<file path="src/rtl/memory_arbiter_pkg.sv">
// Shared types for the memory port arbiter: FSM state encoding and owner codes.
package memory_arbiter_pkg;

  typedef enum logic [1:0] {
    IDLE    = 2'd0,
    ISSUE   = 2'd1,
    WAIT    = 2'd2,
    RESPOND = 2'd3
  } arbiter_state_t;

  localparam logic OWNER_FETCH = 1'b0;
  localparam logic OWNER_DATA  = 1'b1;

endpackage

</file>
<file path="src/rtl/memory_latency_timer.sv">
// Loadable down-counter timing the memory read latency; o_done marks the final
// WAIT cycle, when the count has reached 1.
module memory_latency_timer #(
  parameter int MEMORY_LATENCY = 1
) (
  input  logic i_clock,
  input  logic i_reset,
  input  logic i_load,
  input  logic i_enable,
  output logic o_done
);

  localparam int CW = $clog2(MEMORY_LATENCY + 1);

  logic [CW-1:0] r_count;

  always_ff @(posedge i_clock or posedge i_reset) begin
    if (i_reset) begin
      r_count <= '0;
    end else if (i_load) begin
      r_count <= CW'(MEMORY_LATENCY);
    end else if (i_enable && (r_count != '0)) begin
      r_count <= r_count - CW'(1);
    end
  end

  assign o_done = (r_count == CW'(1));

endmodule

</file>
<file path="src/rtl/memory_port_arbiter.sv">
// Shares one memory port between fetch and load/store, one transaction in flight.
// Optional fetch anti-starvation is built when ARBITER_FAIRNESS_EN is defined.
module memory_port_arbiter
  import memory_arbiter_pkg::*;
#(
  parameter int ADDRESS_WIDTH    = 32,
  parameter int DATA_WIDTH       = 32,
  parameter int MEMORY_LATENCY   = 1,
  parameter int STARVATION_LIMIT = 4
) (
  input  logic                      i_clock,
  input  logic                      i_reset,
  input  logic                      i_fetch_request_valid,
  output logic                      o_fetch_request_ready,
  input  logic [ADDRESS_WIDTH-1:0]  i_fetch_address,
  output logic                      o_fetch_response_valid,
  output logic [DATA_WIDTH-1:0]     o_fetch_response_data,
  input  logic                      i_data_request_valid,
  output logic                      o_data_request_ready,
  input  logic                      i_data_request_write,
  input  logic [ADDRESS_WIDTH-1:0]  i_data_address,
  input  logic [DATA_WIDTH-1:0]     i_data_write_value,
  input  logic [DATA_WIDTH/8-1:0]   i_data_write_mask,
  output logic                      o_data_response_valid,
  output logic [DATA_WIDTH-1:0]     o_data_response_data,
  output logic                      o_memory_read_enable,
  output logic                      o_memory_write_enable,
  output logic [ADDRESS_WIDTH-1:0]  o_memory_address,
  output logic [DATA_WIDTH-1:0]     o_memory_write_value,
  output logic [DATA_WIDTH/8-1:0]   o_memory_write_mask,
  input  logic [DATA_WIDTH-1:0]     i_memory_read_value
);

  localparam int MW = DATA_WIDTH / 8;

  if (MEMORY_LATENCY < 1 || STARVATION_LIMIT < 1) begin : g_bad_param
    $error("memory_port_arbiter: MEMORY_LATENCY and STARVATION_LIMIT must be >= 1");
  end

  arbiter_state_t r_state;
  arbiter_state_t w_state_next;

  logic r_owner;
  logic r_write;

  logic                     r_mem_read_enable;
  logic                     r_mem_write_enable;
  logic [ADDRESS_WIDTH-1:0] r_mem_address;
  logic [DATA_WIDTH-1:0]    r_mem_write_value;
  logic [MW-1:0]            r_mem_write_mask;

  logic [DATA_WIDTH-1:0] r_fetch_read_data;
  logic [DATA_WIDTH-1:0] r_data_read_data;

  logic w_idle;
  logic w_fetch_priority;
  logic w_grant_data;
  logic w_grant_fetch;
  logic w_accept;
  logic w_accept_write;
  logic w_timer_load;
  logic w_timer_enable;
  logic w_timer_done;
  logic w_capture;

  // Readies are held low during reset even though the state already reads IDLE.
  assign w_idle        = (r_state == IDLE) && !i_reset;
  assign w_grant_data  = i_data_request_valid && !(w_fetch_priority && i_fetch_request_valid);
  assign w_grant_fetch = i_fetch_request_valid && !w_grant_data;

  assign o_data_request_ready  = w_idle && w_grant_data;
  assign o_fetch_request_ready = w_idle && w_grant_fetch;
  assign w_accept              = o_data_request_ready || o_fetch_request_ready;
  assign w_accept_write        = w_grant_data && i_data_request_write;

`ifdef ARBITER_FAIRNESS_EN
  localparam int SCW = $clog2(STARVATION_LIMIT + 1);

  logic [SCW-1:0] r_starve_count;

  assign w_fetch_priority = (r_starve_count == SCW'(STARVATION_LIMIT));

  always_ff @(posedge i_clock or posedge i_reset) begin
    if (i_reset) begin
      r_starve_count <= '0;
    end else if (w_accept) begin
      if (!w_grant_data) begin
        r_starve_count <= '0;
      end else if (i_fetch_request_valid && !w_fetch_priority) begin
        r_starve_count <= r_starve_count + SCW'(1);
      end
    end
  end
`else
  assign w_fetch_priority = 1'b0;
`endif

  memory_latency_timer #(
    .MEMORY_LATENCY(MEMORY_LATENCY)
  ) u_latency_timer (
    .i_clock (i_clock),
    .i_reset (i_reset),
    .i_load  (w_timer_load),
    .i_enable(w_timer_enable),
    .o_done  (w_timer_done)
  );

  always_comb begin
    w_state_next   = r_state;
    w_timer_load   = 1'b0;
    w_timer_enable = 1'b0;
    w_capture      = 1'b0;
    case (r_state)
      IDLE: begin
        if (w_accept) w_state_next = ISSUE;
      end
      ISSUE: begin
        w_timer_load = 1'b1;
        w_state_next = WAIT;
      end
      WAIT: begin
        w_timer_enable = 1'b1;
        if (w_timer_done) begin
          w_capture    = 1'b1;
          w_state_next = RESPOND;
        end
      end
      RESPOND: begin
        w_state_next = IDLE;
      end
      default: begin
        w_state_next = IDLE;
      end
    endcase
  end

  always_ff @(posedge i_clock or posedge i_reset) begin
    if (i_reset) begin
      r_state <= IDLE;
      r_owner <= OWNER_FETCH;
      r_write <= 1'b0;
    end else begin
      r_state <= w_state_next;
      if (w_accept) begin
        r_owner <= w_grant_data ? OWNER_DATA : OWNER_FETCH;
        r_write <= w_accept_write;
      end
    end
  end

  // The command registers load on the accept edge so they are live only in ISSUE.
  always_ff @(posedge i_clock or posedge i_reset) begin
    if (i_reset) begin
      r_mem_read_enable  <= 1'b0;
      r_mem_write_enable <= 1'b0;
      r_mem_address      <= '0;
      r_mem_write_value  <= '0;
      r_mem_write_mask   <= '0;
    end else if (w_accept) begin
      r_mem_read_enable  <= !w_accept_write;
      r_mem_write_enable <= w_accept_write;
      r_mem_address      <= w_grant_data ? i_data_address : i_fetch_address;
      r_mem_write_value  <= w_accept_write ? i_data_write_value : '0;
      r_mem_write_mask   <= w_accept_write ? i_data_write_mask : '0;
    end else begin
      r_mem_read_enable  <= 1'b0;
      r_mem_write_enable <= 1'b0;
      r_mem_address      <= '0;
      r_mem_write_value  <= '0;
      r_mem_write_mask   <= '0;
    end
  end

  always_ff @(posedge i_clock or posedge i_reset) begin
    if (i_reset) begin
      r_fetch_read_data <= '0;
      r_data_read_data  <= '0;
    end else if (w_capture) begin
      if (r_owner == OWNER_DATA) begin
        r_data_read_data <= r_write ? '0 : i_memory_read_value;
      end else begin
        r_fetch_read_data <= i_memory_read_value;
      end
    end
  end

  assign o_fetch_response_valid = (r_state == RESPOND) && (r_owner == OWNER_FETCH);
  assign o_data_response_valid  = (r_state == RESPOND) && (r_owner == OWNER_DATA);
  assign o_fetch_response_data  = r_fetch_read_data;
  assign o_data_response_data   = r_data_read_data;

  assign o_memory_read_enable  = r_mem_read_enable;
  assign o_memory_write_enable = r_mem_write_enable;
  assign o_memory_address      = r_mem_address;
  assign o_memory_write_value  = r_mem_write_value;
  assign o_memory_write_mask   = r_mem_write_mask;

endmodule

</file>
<file path="config.mk">
export PLATFORM = sky130hd
export DESIGN_NAME = memory_port_arbiter
export DESIGN_NICKNAME = d
export VERILOG_FILES = /design/src/rtl/memory_arbiter_pkg.sv /design/src/rtl/memory_latency_timer.sv /design/src/rtl/memory_port_arbiter.sv
export SDC_FILE = /design/constraint.sdc
export NUM_CORES = 1
export LEC_CHECK = 0
export ABC_AREA = 1
export CAP_MARGIN = 20
export CELL_PAD_IN_SITES_DETAIL_PLACEMENT = 1
export CELL_PAD_IN_SITES_GLOBAL_PLACEMENT = 1
export CORE_ASPECT_RATIO = 1.1
export CORE_MARGIN = 2
export CORE_UTILIZATION = 29
export CTS_BUF_LIST = sky130_fd_sc_hd__clkbuf_4
export CTS_CLUSTER_SIZE = 10
export DETAILED_ROUTE_END_ITERATION = 6
export GPL_TIMING_DRIVEN = 0
export PLACE_DENSITY = 0.78
export SLEW_MARGIN = 5
export SYNTH_ARGS = -nofsm -noshare
export SYNTH_HDL_FRONTEND = slang
export SYNTH_SLANG_ARGS = --single-unit
</file>
<file path="constraint.sdc">
create_clock -name i_clock -period 5.7 [get_ports i_clock]
set_input_delay 1.14 -clock i_clock [delete_from_list [all_inputs] [get_ports i_clock]]
set_output_delay 1.14 -clock i_clock [all_outputs]
set_load 0.1 [all_outputs]
</file>
==> impl_results.md, run 1 <==
* Status: complete, no violations
* Worst-skew pair later-pin latency at 0.53 ns
* Most frequent cells in the layout: clkdlybuf4s50_1, nand2_1, dfrtp_1
* Number of setup buffers added after CTS at 0
* Die X-Extent at 134.3 microns
* Setup WS post-layout at 1.290 ns
* Max Cap Violations at 0
* Post-synth top area share at 0.6422
* Critical path startpoint category: input port
* Number of global-route vias before repair at 5337
* Num Clock Sinks at 139
* Starting Density at 0.2952
* Post-DRT Antenna Nets at 0
* YS warnings at 0
* Core area at 18350 sq um
* Final setup viols at 0
* Pre-CTS WS at 1.285 ns
* Synth top area cells: dfrtp_1, nand2_1, o21ai_0
* Pre-antenna DRT Iters at 4
* Final period utilization at 0.7736
* Nets at 1012
* Fraction of registers with async set/reset at 1.000
* RSZ-0062 raised after global routing: no
* Port bufs at 273
* Commonest non-fill, non-tap cell in the layout: clkdlybuf4s50_1
* Final hold vios at 0
* Clock Path Buffers at 2
* Critical path class: in2out
* WL per Instance at 16.11 microns
* Unique masters post-synth at 22
* Final Max Tran Viols at 0
* Setup crit end kind: output pin
* Initial antenna violation count at 1
* Area growth syn-to-layout at 61.10%
* Leak Pwr at 0.003988 uW
* DR DRC count at 0
* Slew headroom at 0.2734
* Area leader, netlist: dfrtp_1
* DRT iter0 DRCs at 163
* Num ports at 275
* Hpwl dp at 13.95 mm
* Hold buffer count at CTS at 0
* Mean post-synth cell area at 9.371 sq um
* Setup Skew at 0.01990 ns
* Arrival @ worst endpoint at 3.27 ns
* Vias/cell at 4.469
* Synth Register Bits at 139
* Finished Cell Area at 8726 sq um
* Register Area at 3478 sq um
* Total die area at 19790 sq um
* TritonCTS clock tree: done
* GP Congestion at 0.7931
* All-layer global routing usage at 0.1867
* Area after DPL at 8486 sq um
* Post-Syn Instances at 578
* Layout fillers at 2114
* Area occupied by multi-input gates at 1583 sq um
* Vias at 5032
* Largest net degree at the start of global routing at 73
* Hold Crit Class: reg2reg
* Number of flops mapped to enable cells by yosys at 0
* Reg clk slew, reported paths at 0.12 ns
* Predominant post-synthesis flop cell: dfrtp_1
* Worst EP required at 4.56 ns
* Total clock buffers created by CTS at 17
* Post-CTS Resized at 0
* Die Y at 147.3 microns
* # rows at 52
* H-tree Lvls at 4
* Overflow after GRT at 0
* IR drop worst, VDD at 412.7 uV
* Global-route wire length before repair at 28.57 mm
* Layout cells sized above 1 at 0.06576
* Max Clk Rate at 226.8 MHz
* PD cells at 602.8 nW/um^2
* WL final at 18.14 mm
* Root Driver: clkbuf_4
* Worst-Margin Slew at 1.087 ns
* CP Max Fanout at 3
* Seq/Total Area, Yosys at 0.6422
* Syn nets at 719
* Mapped Area at 5416 sq um
* Shortest period the worst path allows at 4.410 ns
==> layout make-up <==
class / count / share of cell area
plain buffers: 35 / 0.02137
clock inverters: 12 / 0.01176
multi-input cells: 359 / 0.1814
repair buffers: 274 / 0.3163
diodes: 1 / 0.0002868
inverters: 45 / 0.01993
clock buffers: 18 / 0.01549
well taps: 243 / 0.03484
flip-flops and latches: 139 / 0.3986
==> synth_stat cells, types with 2 or more instances <==
cell	n
a21oi_1	33
buf_2	13
buf_4	4
buf_6	3
clkbuf_1	14
dfrtp_1	139
ha_1	4
inv_1	42
inv_2	2
nand2_1	176
nand3_1	34
nor2_1	41
o21ai_0	63
o21ai_1	2
==> flip-flops by register name (all words and copies together), names as in the netlist <==
signal and cells:
o_data_response_data 32, o_fetch_response_data 32, o_memory_address 32, o_memory_read_enable 1, o_memory_write_enable 1, o_memory_write_mask 4
o_memory_write_value 32, r_owner 1, r_state 2, r_write 1, u_latency_timer.o_done 1
==> per-layer routing <==
layer | GRT usage | up-vias | routed length, microns
li1 | - | 2407 | -
met1 | 0.2091 | 2400 | 6928
met2 | 0.3222 | 207 | 9265
met3 | 0.08109 | 18 | 1624
met4 | 0.05368 | 0 | 317
met5 | 0 | - | 0
==> metrics by stage <==
step           setup TNS (ns)    util  total power [uW]  hold slack (ns)  std cells
2_1_floorplan               0       -              3821           0.4588        578
3_3_place_gp          -200.90  0.4607              4673           0.4648       1094
3_5_place_dp                0  0.4625              4717           0.4724       1095
4_1_cts                     0  0.4755              5323           0.5031       1125
5_1_grt                     0  0.4756              5517           0.5228       1126
6_report                    0  0.4756              5260           0.4948       1126
==> logic make-up (layout without fill, tap and decap cells) <==
group,Yosys count,in the layout,share of synthesized area
buffers and inverters,80,384,0.06560
and+or+nand+nor,255,255,0.1880
other,0,1,0
AOI/OAI and AO/OA,100,100,0.09494
DFF,139,139,0.6422
adders and majority gates,4,4,0.009240
==> worst paths after layout <==
check	slack, ns	startpoint	cells past startpoint	to
setup / recovery	1.29	i_reset	5	o_data_request_ready
hold / removal	0.49	o_fetch_response_data[6]	2	o_fetch_response_data[6]
setup reg to reg	4.04	r_state[0]	6	o_data_response_data[28]
hold reg to reg	0.49	o_fetch_response_data[6]	2	o_fetch_response_data[6]
max in group asynchronous	3.77	i_reset	3	o_memory_address[0]
min in group asynchronous	1.12	i_reset	2	o_memory_address[26]
==> report_power, final <==
part           total, uW  internal (uW)  leakage (uW)  switching (uW)
logic               3270            710       0.00206            2550
clock network        586            213      0.000117             373
registers           1410           1260       0.00181             146
==> worst max-delay path, stage by stage <==
cell,delay (ns)
clkdlybuf4s50_1,0.49
nor2_2,0.21
inv_1,0.09
nor2_1,0.15
clkdlybuf4s50_1,1.18
Power figures use the tool's default switching activity.
==> inputs of run 2 (changes only) <==
--- a/config.mk
+++ b/config.mk
@@ -11,12 +11,12 @@
 export CELL_PAD_IN_SITES_GLOBAL_PLACEMENT = 1
 export CORE_ASPECT_RATIO = 1.1
 export CORE_MARGIN = 2
-export CORE_UTILIZATION = 29
+export CORE_UTILIZATION = 27
 export CTS_BUF_LIST = sky130_fd_sc_hd__clkbuf_4
 export CTS_CLUSTER_SIZE = 10
 export DETAILED_ROUTE_END_ITERATION = 6
 export GPL_TIMING_DRIVEN = 0
-export PLACE_DENSITY = 0.78
+export PLACE_DENSITY = 0.76
 export SLEW_MARGIN = 5
 export SYNTH_ARGS = -nofsm -noshare
 export SYNTH_HDL_FRONTEND = slang
==> constraint.sdc (replaced) <==
create_clock -name i_clock -period 3.6 [get_ports i_clock]
set_input_delay 0.72 -clock i_clock [delete_from_list [all_inputs] [get_ports i_clock]]
set_output_delay 0.72 -clock i_clock [all_outputs]
set_load 0.1 [all_outputs]
==> run 2 against run 1 <==
  * Non-clock buffer count is 3 higher
  * Sequential share of layout area decreased by 0.34 points
  * Clock skew increased by 0.0056 ns
  * Power increased by 60%
  * Sequential power increased by 59%
  * Combinational power up 59%
  * Critical path depth up 2
  * Global-route usage shrank 0.74 points
  * Utilization shrank 2.9 points
==> impl_results.md, run 2 (synthesized netlist as in run 1, its figures left out) <==
* Status: complete, no violations
* Most frequent cells in the layout: clkdlybuf4s50_1, nand2_1, dfrtp_1
* Layout fillers at 2272 (+7.5%)
* All-layer global routing usage at 0.1792 (-0.007446)
* Pre-CTS WS at 0.02477 ns (-1.260 ns)
* Met3 routed wirelength at 1.430 mm (-12%)
* Vias at 5084 (+1.0%)
* Reg clk slew, reported paths at 0.12 ns (about the same)
* Core area at 19730 sq um (+7.5%)
* Layout cells sized above 1 at 0.07103 (+0.005266)
* Max Clk Rate at 296.1 MHz
* DRT iter0 DRCs at 208 (+28%)
* Critical path class: reg2out
* Worst-Margin Slew at 1.032 ns (-0.05449 ns)
* CP Max Fanout at 4 (+1)
* Commonest non-fill, non-tap cell in the layout: clkdlybuf4s50_1
* Final hold vios at 0 (unchanged)
* Top routing layer used: met4
* Initial antenna violation count at 0 (-1)
* Port bufs at 273 (unchanged)
* Register Area at 3478 sq um (unchanged)
* Reg2Reg Setup Slack at 1.88 ns (-2.16 ns)
* Finished Cell Area at 8801 sq um (+0.86%)
* Slowest stage cell, crit path: dlygate4sd2_1
* Hpwl dp at 14.38 mm (+3.0%)
* Setup crit end kind: output pin
* Hold buffer count at CTS at 0 (unchanged)
* Number of setup buffers added after CTS at 0 (unchanged)
* GP Congestion at 0.7804 (-1.6%)
* WL per Instance at 16.36 microns (+1.6%)
* Die X-Extent at 139.0 microns (+3.5%)
* Pre-antenna DRT Iters at 5 (+1)
* Total die area at 21210 sq um (+7.2%)
* Slew headroom at 0.3098 (+0.03644)
* Worst EP required at 2.88 ns (-1.68 ns)
* Overflow after GRT at 0 (unchanged)
* Routed length on met1 at 7.326 mm (+5.7%)
* Hold Crit Class: in2reg
* Area growth syn-to-layout at 62.49%
* Vias/cell at 4.464 (-0.12%)
* Final Max Tran Viols at 0 (unchanged)
* Critical path startpoint category: register
* Setup Skew at 0.02550 ns (+0.005608 ns)
* Area after DPL at 8548 sq um (+0.74%)
* Routed wl met2 at 9.603 mm (+3.6%)
* Leak Pwr at 0.004027 uW (+0.97%)
* Root Driver: clkbuf_4
* Global-route wire length before repair at 29.93 mm (+4.8%)
* RSZ-0062 raised after global routing: no
* Clock Path Buffers at 2 (unchanged)
* # rows at 54 (+3.8%)
* Worst-skew pair later-pin latency at 0.55 ns (+0.02 ns)
* Cell mode on critical path: inv_1
* Final period utilization at 0.9381
* Critical Path, Cell by Cell: inv_1 -> ha_1 -> inv_1 -> nor2_2 -> inv_1 -> nor2_1 -> dlygate4sd2_1
* Nets at 1015 (+0.30%)
* Number of global-route vias before repair at 5547 (+3.9%)
* Max Cap Violations at 0 (unchanged)
* Starting Density at 0.2745 (-0.02067)
* TritonCTS clock tree: done
* Total clock buffers created by CTS at 17 (unchanged)
* Largest net degree at the start of global routing at 37 (-49%)
* Arrival @ worst endpoint at 2.66 ns (-0.61 ns)
* IR drop worst, VDD at 756.9 uV (+83%)
* Area occupied by multi-input gates at 1583 sq um (unchanged)
* Slowest stage delay, CP at 0.90 ns (-0.28 ns)
* WL final at 18.64 mm (+2.8%)
* Final setup viols at 0 (unchanged)
* Num ports at 275 (unchanged)
* Num Clock Sinks at 139 (unchanged)
* H-tree Lvls at 4 (unchanged)
* Final setup TNS at 0 ns (unchanged)
* Shortest period the worst path allows at 3.377 ns
* Die Y at 152.6 microns (+3.5%)
* Final core occ at 0.4461 (-0.02949)
* Post-DRT Antenna Nets at 0 (unchanged)
* PD cells at 953.7 nW/um^2 (+58%)
* DR DRC count at 0 (unchanged)
* Ant. Diodes at 0 (-1)
* Setup WS post-layout at 0.2227 ns (-1.068 ns)
[run 2: changes by cell type in the layout (fill, tap and decap cells not counted)]
cell	delta
dlygate4sd2_1	+2
clkinv_4	-1
clkdlybuf4s50_1	-2
clkinvlp_4	+1
diode_2	-1
buf_12	+4
inv_6	+2
buf_16	-1
[run 2: area by class of cell]
cell class,count,area share
Sequential cell,139,0.3952
Clock buffer,18,0.01535
Timing Repair Buffer,277,0.3193
Multi-Input combinational cell,359,0.1798
Clock inverter,14,0.01365
Tap cell,252,0.03583
Buffer,35,0.02118
Inverter,45,0.01962
[run 2: final timing paths]
check / from / end / cells past startpoint
setup / recovery: r_state[1] / o_data_request_ready / 7
hold reg to reg: o_fetch_response_data[6] / o_fetch_response_data[6] / 2
hold / removal: i_data_request_valid / o_memory_address[31] / 3
max in group asynchronous: i_reset / o_fetch_response_data[8] / 4
min in group asynchronous: i_reset / o_memory_address[29] / 2
setup reg to reg: r_state[0] / o_data_response_data[12] / 6
[run 2: layer usage]
layer | track usage | vias to the layer above
li1 | - | 2411
met5 | 0 | -
met3 | 0.06285 | 20
met1 | 0.2018 | 2459
met4 | 0.05195 | 0
met2 | 0.3204 | 194
[run 2: repair_timing]
item                       CTS  global route
hold endpoints to repair     0             0
setup endpoints to repair    2             0
gates resized for setup      2             0
[run 2: where the power goes]
group | internal (uW) | total (uW) | switching (uW)
Clock | 350 | 970 | 620
Combinational | 1130 | 5190 | 4060
Sequential | 2000 | 2240 | 238
[run 2: metrics by stage]
stage          total power (uW)  hold slack [ns]  cells
4_1_cts                    8489           0.4329   1139
6_report                   8393           0.4895   1139
3_3_place_gp               7405           0.4649   1103
5_1_grt                    8786           0.4701   1139
3_5_place_dp               7486           0.4721   1107
2_1_floorplan              6051           0.4588    578
[run 2: critical path: cells and delay by family (launching register included)]
kind,cells,cell delay [ns]
flip-flops,1,0.43
adder cells (fa/ha/maj),1,0.21
buffers and inverters,4,1.19
AND/OR/NAND/NOR,2,0.31
==> inputs of run 3 (changes only) <==
--- a/config.mk
+++ b/config.mk
@@ -16,7 +16,7 @@
 export CTS_CLUSTER_SIZE = 10
 export DETAILED_ROUTE_END_ITERATION = 6
 export GPL_TIMING_DRIVEN = 0
-export PLACE_DENSITY = 0.76
+export PLACE_DENSITY_LB_ADDON = 0.1
 export SLEW_MARGIN = 5
 export SYNTH_ARGS = -nofsm -noshare
 export SYNTH_HDL_FRONTEND = slang
==> run 3 against run 2 <==
  * Sequential share of layout area down 0.16 points
  * Wire length up 2.8%
  * Global-route usage grew 0.35 points
  * Clock-buffer cell count stayed put
  * Largest cell class unchanged
==> impl_results.md, run 3 (synthesized netlist as in run 1, its figures left out) <==
* DR DRC count at 0 (unchanged)
* Worst EP required at 2.88 ns (about the same)
* Arrival @ worst endpoint at 2.58 ns (-0.08 ns)
* Die X-Extent at 139.0 microns (unchanged)
* Nets at 1015 (unchanged)
* Most frequent cells in the layout: clkdlybuf4s50_1, nand2_1, dfrtp_1
* Hpwl dp at 15.03 mm (+4.5%)
* Pre-antenna DRT Iters at 4 (-1)
* Global-route wire length before repair at 30.36 mm (+1.5%)
* Final hold slack at 0.5016 ns (+0.01214 ns)
* Max Clk Rate at 303.3 MHz (+2.4%)
* Clock Path Buffers at 2 (unchanged)
* Starting Density at 0.2745 (unchanged)
* CP delay by family, top: buffers and inverters
* RSZ-0062 raised after global routing: no
* Hold buffer count at CTS at 0 (unchanged)
* Critical Path, Cell by Cell: inv_1 -> ha_1 -> inv_1 -> nor2_2 -> inv_1 -> nor2_1 -> clkdlybuf4s15_1
* Die Y at 152.6 microns (unchanged)
* TritonCTS clock tree: done
* Commonest non-fill, non-tap cell in the layout: clkdlybuf4s50_1
* H-tree Lvls at 4 (unchanged)
* Largest net degree at the start of global routing at 35 (-5.4%)
* Hold Crit Depth at 2 (-1)
* Slew headroom at 0.2954 (-0.01439)
* Final core occ at 0.4479 (+0.001776)
* Area growth syn-to-layout at 63.13%
* Final setup viols at 0 (unchanged)
* Hold Crit Class: reg2reg
* Final Max Tran Viols at 0 (unchanged)
* All-layer global routing usage at 0.1827 (+0.003484)
* DRT iter0 DRCs at 108 (-48%)
* Leak Pwr at 0.004036 uW (+0.22%)
* GP Congestion at 0.7636 (-2.2%)
* Root Driver: clkbuf_4
* Overflow after GRT at 0 (unchanged)
* Num ports at 275 (unchanged)
* Shortest period the worst path allows at 3.297 ns (-0.07993 ns)
* Worst-skew pair later-pin latency at 0.54 ns (about the same)
* Max Cap Violations at 0 (unchanged)
* WL per Instance at 16.78 microns (+2.6%)
* Slowest stage cell, crit path: clkdlybuf4s15_1
* # rows at 54 (unchanged)
* Setup WS post-layout at 0.3027 ns (+0.07993 ns)
* Slowest stage delay, CP at 0.88 ns (-0.02 ns)
* Final hold vios at 0 (unchanged)
* Vias at 5097 (+0.26%)
* Status: complete, no violations
* WL final at 19.17 mm (+2.8%)
* Overall Power at 8468 uW (+0.89%)
* Critical path class: reg2out
* Cell mode on critical path: inv_1
* Setup crit end kind: output pin
* Buf+Inv Stages, Crit Path at 4 (unchanged)
* Setup Skew at 0.02044 ns (-0.005068 ns)
* Pre-CTS WS at 0.05302 ns (+0.02825 ns)
* Num Clock Sinks at 139 (unchanged)
* CP Max Fanout at 4 (unchanged)
* Critical path startpoint category: register
* Vias/cell at 4.463 (about the same)
* Layout cells sized above 1 at 0.07215 (+0.001127)
* Initial antenna violation count at 3 (+3)
* Total clock buffers created by CTS at 17 (unchanged)
* Post-DRT Antenna Nets at 0 (unchanged)
* Core area at 19730 sq um (unchanged)
* IR drop worst, VDD at 605.0 uV (-20%)
* Critical path depth in cells at 7 (unchanged)
* Worst-Margin Slew at 1.054 ns (+0.02151 ns)
* Total die area at 21210 sq um (unchanged)
* R2R depth at 6 (unchanged)
* Final period utilization at 0.9159 (-0.02220)
* Port bufs at 273 (unchanged)
* Reg clk slew, reported paths at 0.11 ns (about the same)
* Number of global-route vias before repair at 5688 (+2.5%)
* PD cells at 958.4 nW/um^2 (+0.49%)
[run 3: per-stage QoR]
stage,instances,instance area [sq um],TNS (ns)
final,1142,8836,0
after global routing,1142,8836,0
after CTS,1139,8827,0
after detailed placement,1107,8548,0
after global placement,1103,8468,-24.98
after floorplan,578,5420,0
[run 3: what timing repair did]
item | 4_1_cts | 5_1_grt
cloned | 0 | 0
resized for setup | 2 | 1
setup buffers | 0 | 0
endpoints found under the setup margin | 2 | 1
[run 3: layout make-up]
type / instances / area, sq um
Tap cell: 252 / 315.3
Clock inverter: 14 / 146.4
Inverter: 45 / 172.7
Timing Repair Buffer: 277 / 2811
Multi-Input combinational cell: 359 / 1583
Antenna cell: 3 / 7.507
Sequential cell: 139 / 3478
Buffer: 35 / 186.4
Clock buffer: 18 / 135.1
Fill cell: 2270 / 10890
[run 3: path summary, 6_finish.rpt]
path | to | startpoint | slack, ns
hold / removal | o_fetch_response_data[8] | o_fetch_response_data[8] | 0.50
setup reg to reg | o_data_response_data[12] | r_state[0] | 1.92
hold reg to reg | o_fetch_response_data[8] | o_fetch_response_data[8] | 0.50
max in group asynchronous | o_data_response_data[6] | i_reset | 2.21
setup / recovery | o_data_request_ready | r_state[1] | 0.30
min in group asynchronous | o_memory_address[22] | i_reset | 0.59
[run 3: metal layers]
metal	track usage	vias up	wire (microns)
li1	-	2412	-
met1	0.1943	2485	7155
met2	0.3284	182	9920
met3	0.07951	18	1805
met4	0.05291	0	285
met5	0	-	0
[run 3: tightest hold or removal path, delay by kind of cell, from the launching register on]
family,cells,cell delay (ns)
AOI/OAI and AO/OA,1,0.06
and+or+nand+nor,1,0.05
DFF,1,0.36
[run 3: report_power, final]
| group | leakage (uW) | switching [uW] | internal, uW |
|---|---|---|---|
| clock | 0.000139 | 608 | 421 |
| combinational | 0.00208 | 4070 | 1130 |
| sequential | 0.00181 | 244 | 2000 |
